## src/rtl/fir_pkg.sv

```systemverilog
// Shared constants and helpers for the streaming FIR filter.
// Sizing functions, reset coefficients and the saturation routine.
package fir_pkg;

  localparam int DEF_COEF0 = 4;
  localparam int DEF_COEF  = 0;

  function automatic int idx_w(input int taps);
    return (taps > 1) ? $clog2(taps) : 1;
  endfunction

  function automatic int acc_w(
    input int w,
    input int cw,
    input int taps
  );
    return w + cw + $clog2(taps);
  endfunction

  // Clamp a wide signed value into a w-bit signed range.
  function automatic logic signed [63:0] saturate(
    input logic signed [63:0] v,
    input int                 w
  );
    logic signed [63:0] hi;
    logic signed [63:0] lo;
    hi = (64'sd1 <<< (w - 1)) - 64'sd1;
    lo = -(64'sd1 <<< (w - 1));
    if (v > hi) return hi;
    if (v < lo) return lo;
    return v;
  endfunction

endpackage

```

## src/rtl/fir_sat.sv

```systemverilog
// Combinational signed saturator from accumulator width to sample width.
// Also produces the even parity of the saturated result.
module fir_sat
  import fir_pkg::*;
#(
  parameter int WIDTH = 16,
  parameter int ACC_W = 26
) (
  input  logic signed [ACC_W-1:0] acc,
  output logic signed [WIDTH-1:0] y_data,
  output logic                    y_parity
);

  logic signed [63:0] wide;

  always_comb begin
    wide     = saturate(64'(acc), WIDTH);
    y_data   = WIDTH'(wide);
    y_parity = ^y_data;
  end

endmodule

```

## src/rtl/fir_stream_filter.sv

```systemverilog
// Streaming FIR filter with programmable taps, handshake and parity check.
// Two-stage pipeline: products, then sum + saturate.
module fir_stream_filter
  import fir_pkg::*;
#(
  parameter int WIDTH  = 16,
  parameter int TAPS   = 4,
  parameter int COEF_W = 8
) (
  input  logic                     clk,
  input  logic                     reset,
  input  logic                     coef_wr,
  input  logic [idx_w(TAPS)-1:0]   coef_idx,
  input  logic signed [COEF_W-1:0] coef_data,
  input  logic signed [WIDTH-1:0]  x_data,
  input  logic                     x_valid,
  input  logic                     x_parity,
  output logic                     x_ready,
  output logic signed [WIDTH-1:0]  y_data,
  output logic                     y_valid,
  output logic                     y_parity,
  input  logic                     y_ready,
  output logic                     par_err
);

  localparam int IW    = idx_w(TAPS);
  localparam int PW    = WIDTH + COEF_W;
  localparam int ACC_W = acc_w(WIDTH, COEF_W, TAPS);

  logic signed [COEF_W-1:0] coef     [TAPS];
  logic signed [WIDTH-1:0]  tap      [TAPS];
  logic signed [WIDTH-1:0]  tap_nxt  [TAPS];
  logic signed [PW-1:0]     prod     [TAPS];
  logic signed [PW-1:0]     prod_nxt [TAPS];
  logic                     v1;
  logic                     stall;
  logic                     accept;
  logic                     x_ok;
  logic signed [ACC_W-1:0]  sum;
  logic signed [WIDTH-1:0]  sat_data;
  logic                     sat_par;

  assign stall   = y_valid & ~y_ready;
  assign x_ready = ~stall;
  assign accept  = x_valid & x_ready;
  assign x_ok    = (^x_data) == x_parity;

  // Products use the post-shift taps and the coefficients before any
  // same-edge write.
  always_comb begin
    tap_nxt[0] = x_ok ? x_data : '0;
    for (int i = 1; i < TAPS; i++) tap_nxt[i] = tap[i-1];
    for (int i = 0; i < TAPS; i++)
      prod_nxt[i] = PW'(coef[i]) * PW'(tap_nxt[i]);
  end

  always_comb begin
    sum = '0;
    for (int i = 0; i < TAPS; i++) sum = sum + ACC_W'(prod[i]);
  end

  fir_sat #(
    .WIDTH (WIDTH),
    .ACC_W (ACC_W)
  ) u_sat (
    .acc      (sum),
    .y_data   (sat_data),
    .y_parity (sat_par)
  );

  always_ff @(posedge clk) begin
    if (reset) begin
      for (int i = 0; i < TAPS; i++)
        coef[i] <= (i == 0) ? COEF_W'(DEF_COEF0) : COEF_W'(DEF_COEF);
    end else begin
      for (int i = 0; i < TAPS; i++)
        if (coef_wr && coef_idx == IW'(i)) coef[i] <= coef_data;
    end
  end

  always_ff @(posedge clk) begin
    if (reset) begin
      for (int i = 0; i < TAPS; i++) begin
        tap[i]  <= '0;
        prod[i] <= '0;
      end
      v1       <= 1'b0;
      y_data   <= '0;
      y_valid  <= 1'b0;
      y_parity <= 1'b0;
      par_err  <= 1'b0;
    end else begin
      if (accept && !x_ok) par_err <= 1'b1;
      if (!stall) begin
        if (accept) begin
          for (int i = 0; i < TAPS; i++) begin
            tap[i]  <= tap_nxt[i];
            prod[i] <= prod_nxt[i];
          end
        end
        v1      <= accept;
        y_valid <= v1;
        if (v1) begin
          y_data   <= sat_data;
          y_parity <= sat_par;
        end
      end
    end
  end

endmodule

```

## config.mk

```make
export PLATFORM = sky130hd
export DESIGN_NAME = fir_stream_filter
export DESIGN_NICKNAME = d
export VERILOG_FILES = /design/src/rtl/fir_pkg.sv /design/src/rtl/fir_sat.sv /design/src/rtl/fir_stream_filter.sv
export SDC_FILE = /design/constraint.sdc
export NUM_CORES = 2
export LEC_CHECK = 0
export CAP_MARGIN = 20
export CORE_ASPECT_RATIO = 1.75
export CORE_MARGIN = 2
export CORE_UTILIZATION = 40
export CTS_CLUSTER_SIZE = 10
export DETAILED_ROUTE_END_ITERATION = 7
export HOLD_SLACK_MARGIN = 0.15
export SLEW_MARGIN = 0
export SYNTH_ARGS = -nofsm -noshare
export SYNTH_HDL_FRONTEND = slang
export SYNTH_SLANG_ARGS = --single-unit
```

## constraint.sdc

```tcl
create_clock -name clk -period 8.7 [get_ports clk]
set_clock_uncertainty 0.15 [all_clocks]
set_input_delay 1.74 -clock clk [delete_from_list [all_inputs] [get_ports clk]]
set_output_delay 1.74 -clock clk [all_outputs]
set_load 0.1 [all_outputs]
```

==> impl_metrics.ini <==
[hold_path]
min_path_type = register to register

[clock_tree]
clock_latency_ns = 0.47
numCtsBuffers = 17
htreeDepth = 4
cts_hold_buf = 0
cts_tree = done
postCtsSetupRepairBufs = 0
clock_path_buffers = 2
root_buffer = clkbuf_16
clock_sinks = 196
cts-resized-gates = 0
path_clk_slew_ns = 0.09

[floorplan]
die_h_um = 356
io_pins = 52
core_area_sq_mm = 0.0704
dieWidth_um = 205
start_util_pct = 40.2
rows = 129
fp.dieArea_sq_mm = 0.0730

[setup_path]
crit_path_end_kind = register
slowest_stage = fa_1
cp.arrival_ns = 8.05
cpLargestDelayFamily = compound AO/OA/AOI/OAI gates
worstPathMaxFanout = 9
critPathLaunchType = input pin
worst_path_most_repeated_cell = xnor2_1
max_stage_delay_ns = 0.53
worst-path-buf-inv = 5
cp_data_required_time_ns = 8.75
worst-setup-path-type = input pin to register

[global_route]
grt_antenna_before_repair = 3
grt_pass1_wl_um = 118000
grt_overflow = 0
grt_pass1_vias = 21700
grt_max_degree = 83
grt_usage_pct = 21.3

[synthesis]
synth_seq_area_share_pct = 20.1
synthCells = 2935
netlist_area_sq_mm = 0.0283
synthDistinctLibCells = 80
synthArstFlopShare_pct = 0
synth_top_area_share_pct = 32.6
syn_avg_cell_area_sq_um = 9.64
synth_nets = 3633
ys.flop_type = edfxtp_1
yosys_warnings = 0
yosys_register_bits = 196
synthTopCellsByArea = fa_1, edfxtp_1, ha_1, inv_1, and2_1
synth_edf_count = 176
synth_largest_area_cell = fa_1

[placed_design]
hpwl_um = 60200
dp_cells = 3847
place_congestion = 0.859
portBuffers = 51

[finish]
drive_gt1_share_pct = 3.41
finalNonFillerCells = 3880
area_growth_syn_to_layout_pct = 7.48
mostFrequentLayoutCell = inv_1
final_cell_mix = inv_1, fa_1, and2_1
finalNetCount = 3647
nFillCells = 6915

[timing]
fmax_mhz = 125
drv_slew = 0
holdWs_ns = 0.323
hold_viol = 0
final.setup.tns_ns = 0
tightest_slew_ns = 0.994
period_needed_ns = 8.00
timing.final.crit_share_pct = 92.0
grt_setup_unrepaired = no
setup_viol = 0
slew_headroom_pct = 33.5

[drt]
via_per_inst = 5.08
vias = 19700
routedWlPerCell_um = 18.9
remaining_drc_errors = 0
firstDrtPassIters = 5
drt_wl_total_um = 73300
drt_iter0_markers = 1098
antenna_left = 0

[run_status]
status = complete, no violations

[job]
max_cap_viol_count = 0
[cells in the mapped netlist (16+ instances only)]
| library cell | n |
|---|---|
| a21o_1 | 17 |
| edfxtp_1 | 176 |
| and3_1 | 118 |
| and2_1 | 313 |
| nor3_1 | 44 |
| a211oi_1 | 16 |
| nand2b_1 | 62 |
| nand2_1 | 209 |
| or3_1 | 17 |
| a21oi_1 | 69 |
| inv_1 | 647 |
| xor2_1 | 41 |
| ha_1 | 205 |
| o21ai_0 | 48 |
| clkbuf_1 | 72 |
| dfxtp_1 | 20 |
| xnor2_1 | 73 |
| nand3_1 | 28 |
| nor2_1 | 117 |
| fa_1 | 461 |
[layout make-up]
| type | instances | area [sq um] | area share (%) |
|---|---|---|---|
| clock buffers | 17 | 425 | 1.40 |
| inverters | 648 | 2430 | 7.99 |
| diodes | 1 | 2.50 | 0.00823 |
| repair buffers | 81 | 756 | 2.48 |
| multi-input cells | 2005 | 19800 | 65.2 |
| well taps | 917 | 1150 | 3.77 |
| flip-flops and latches | 196 | 5690 | 18.7 |
| clock inverters | 15 | 146 | 0.481 |
[metrics by stage]
| step | cell area, sq um | worst slack [ns] | utilization, % |
|---|---|---|---|
| CTS | 30400 | 0.731 | 43.2 |
| finish | 30400 | 0.697 | 43.2 |
| detailed placement | 29800 | 0.239 | 42.4 |
| global placement | 29800 | 0.333 | 42.4 |
| global route | 30400 | 0.272 | 43.2 |
| floorplan | 28300 | 0.767 | - |
[sequential cells by signal (all words and copies together) (netlist names)]
register  count
y_data       16
v1            1
y_valid       1
coef         32
tap          48
y_parity      1
par_err       1
prod         96
[cells by family (layout without fill, tap and decap cells)]
| kind of cell | Yosys count | after routing | share of synthesized area (%) |
|---|---|---|---|
| xor gates and xnor gates | 117 | 117 | 3.74 |
| buffers and inverters | 734 | 761 | 9.95 |
| adders and majority gates | 666 | 666 | 41.7 |
| AOI/OAI and AO/OA | 255 | 255 | 6.12 |
| and+or+nand+nor | 962 | 962 | 18.3 |
| muxes | 5 | 5 | 0.177 |
| DFF | 196 | 196 | 20.1 |
| other | 0 | 1 | 0 |
[per-layer routing]
metal | global-route usage [%] | up-vias | wire length [um]
li1 | - | 9162 | -
met1 | 21.9 | 10000 | 26000
met2 | 42.3 | 379 | 41500
met3 | 1.54 | 150 | 1970
met4 | 10.9 | 0 | 3840
met5 | 0 | - | 0
[worst register-to-register path: cells and delay by family (launching register included)]
kind                     cells  cell delay (ns)
AND/OR/NAND/NOR              2             0.21
buffers and inverters        4             0.43
flip-flops                   1             0.81
XOR/XNOR                     1             0.21
AO/OA/AOI/OAI                6             1.96
adder cells (fa/ha/maj)      5             2.45
[path summary, 6_finish.rpt]
check	depth (start not counted)	end	slack, ns	startpoint
min	2	y_valid	0.32	v1
max	27	prod[0][21]	0.70	x_data[15]
max reg2reg	18	prod[3][23]	2.18	coef[3][7]
min reg2reg	2	y_valid	0.32	v1
Power is not shown: default switching activity piles up to over one toggle a cycle in this logic, so the estimate is an artifact.
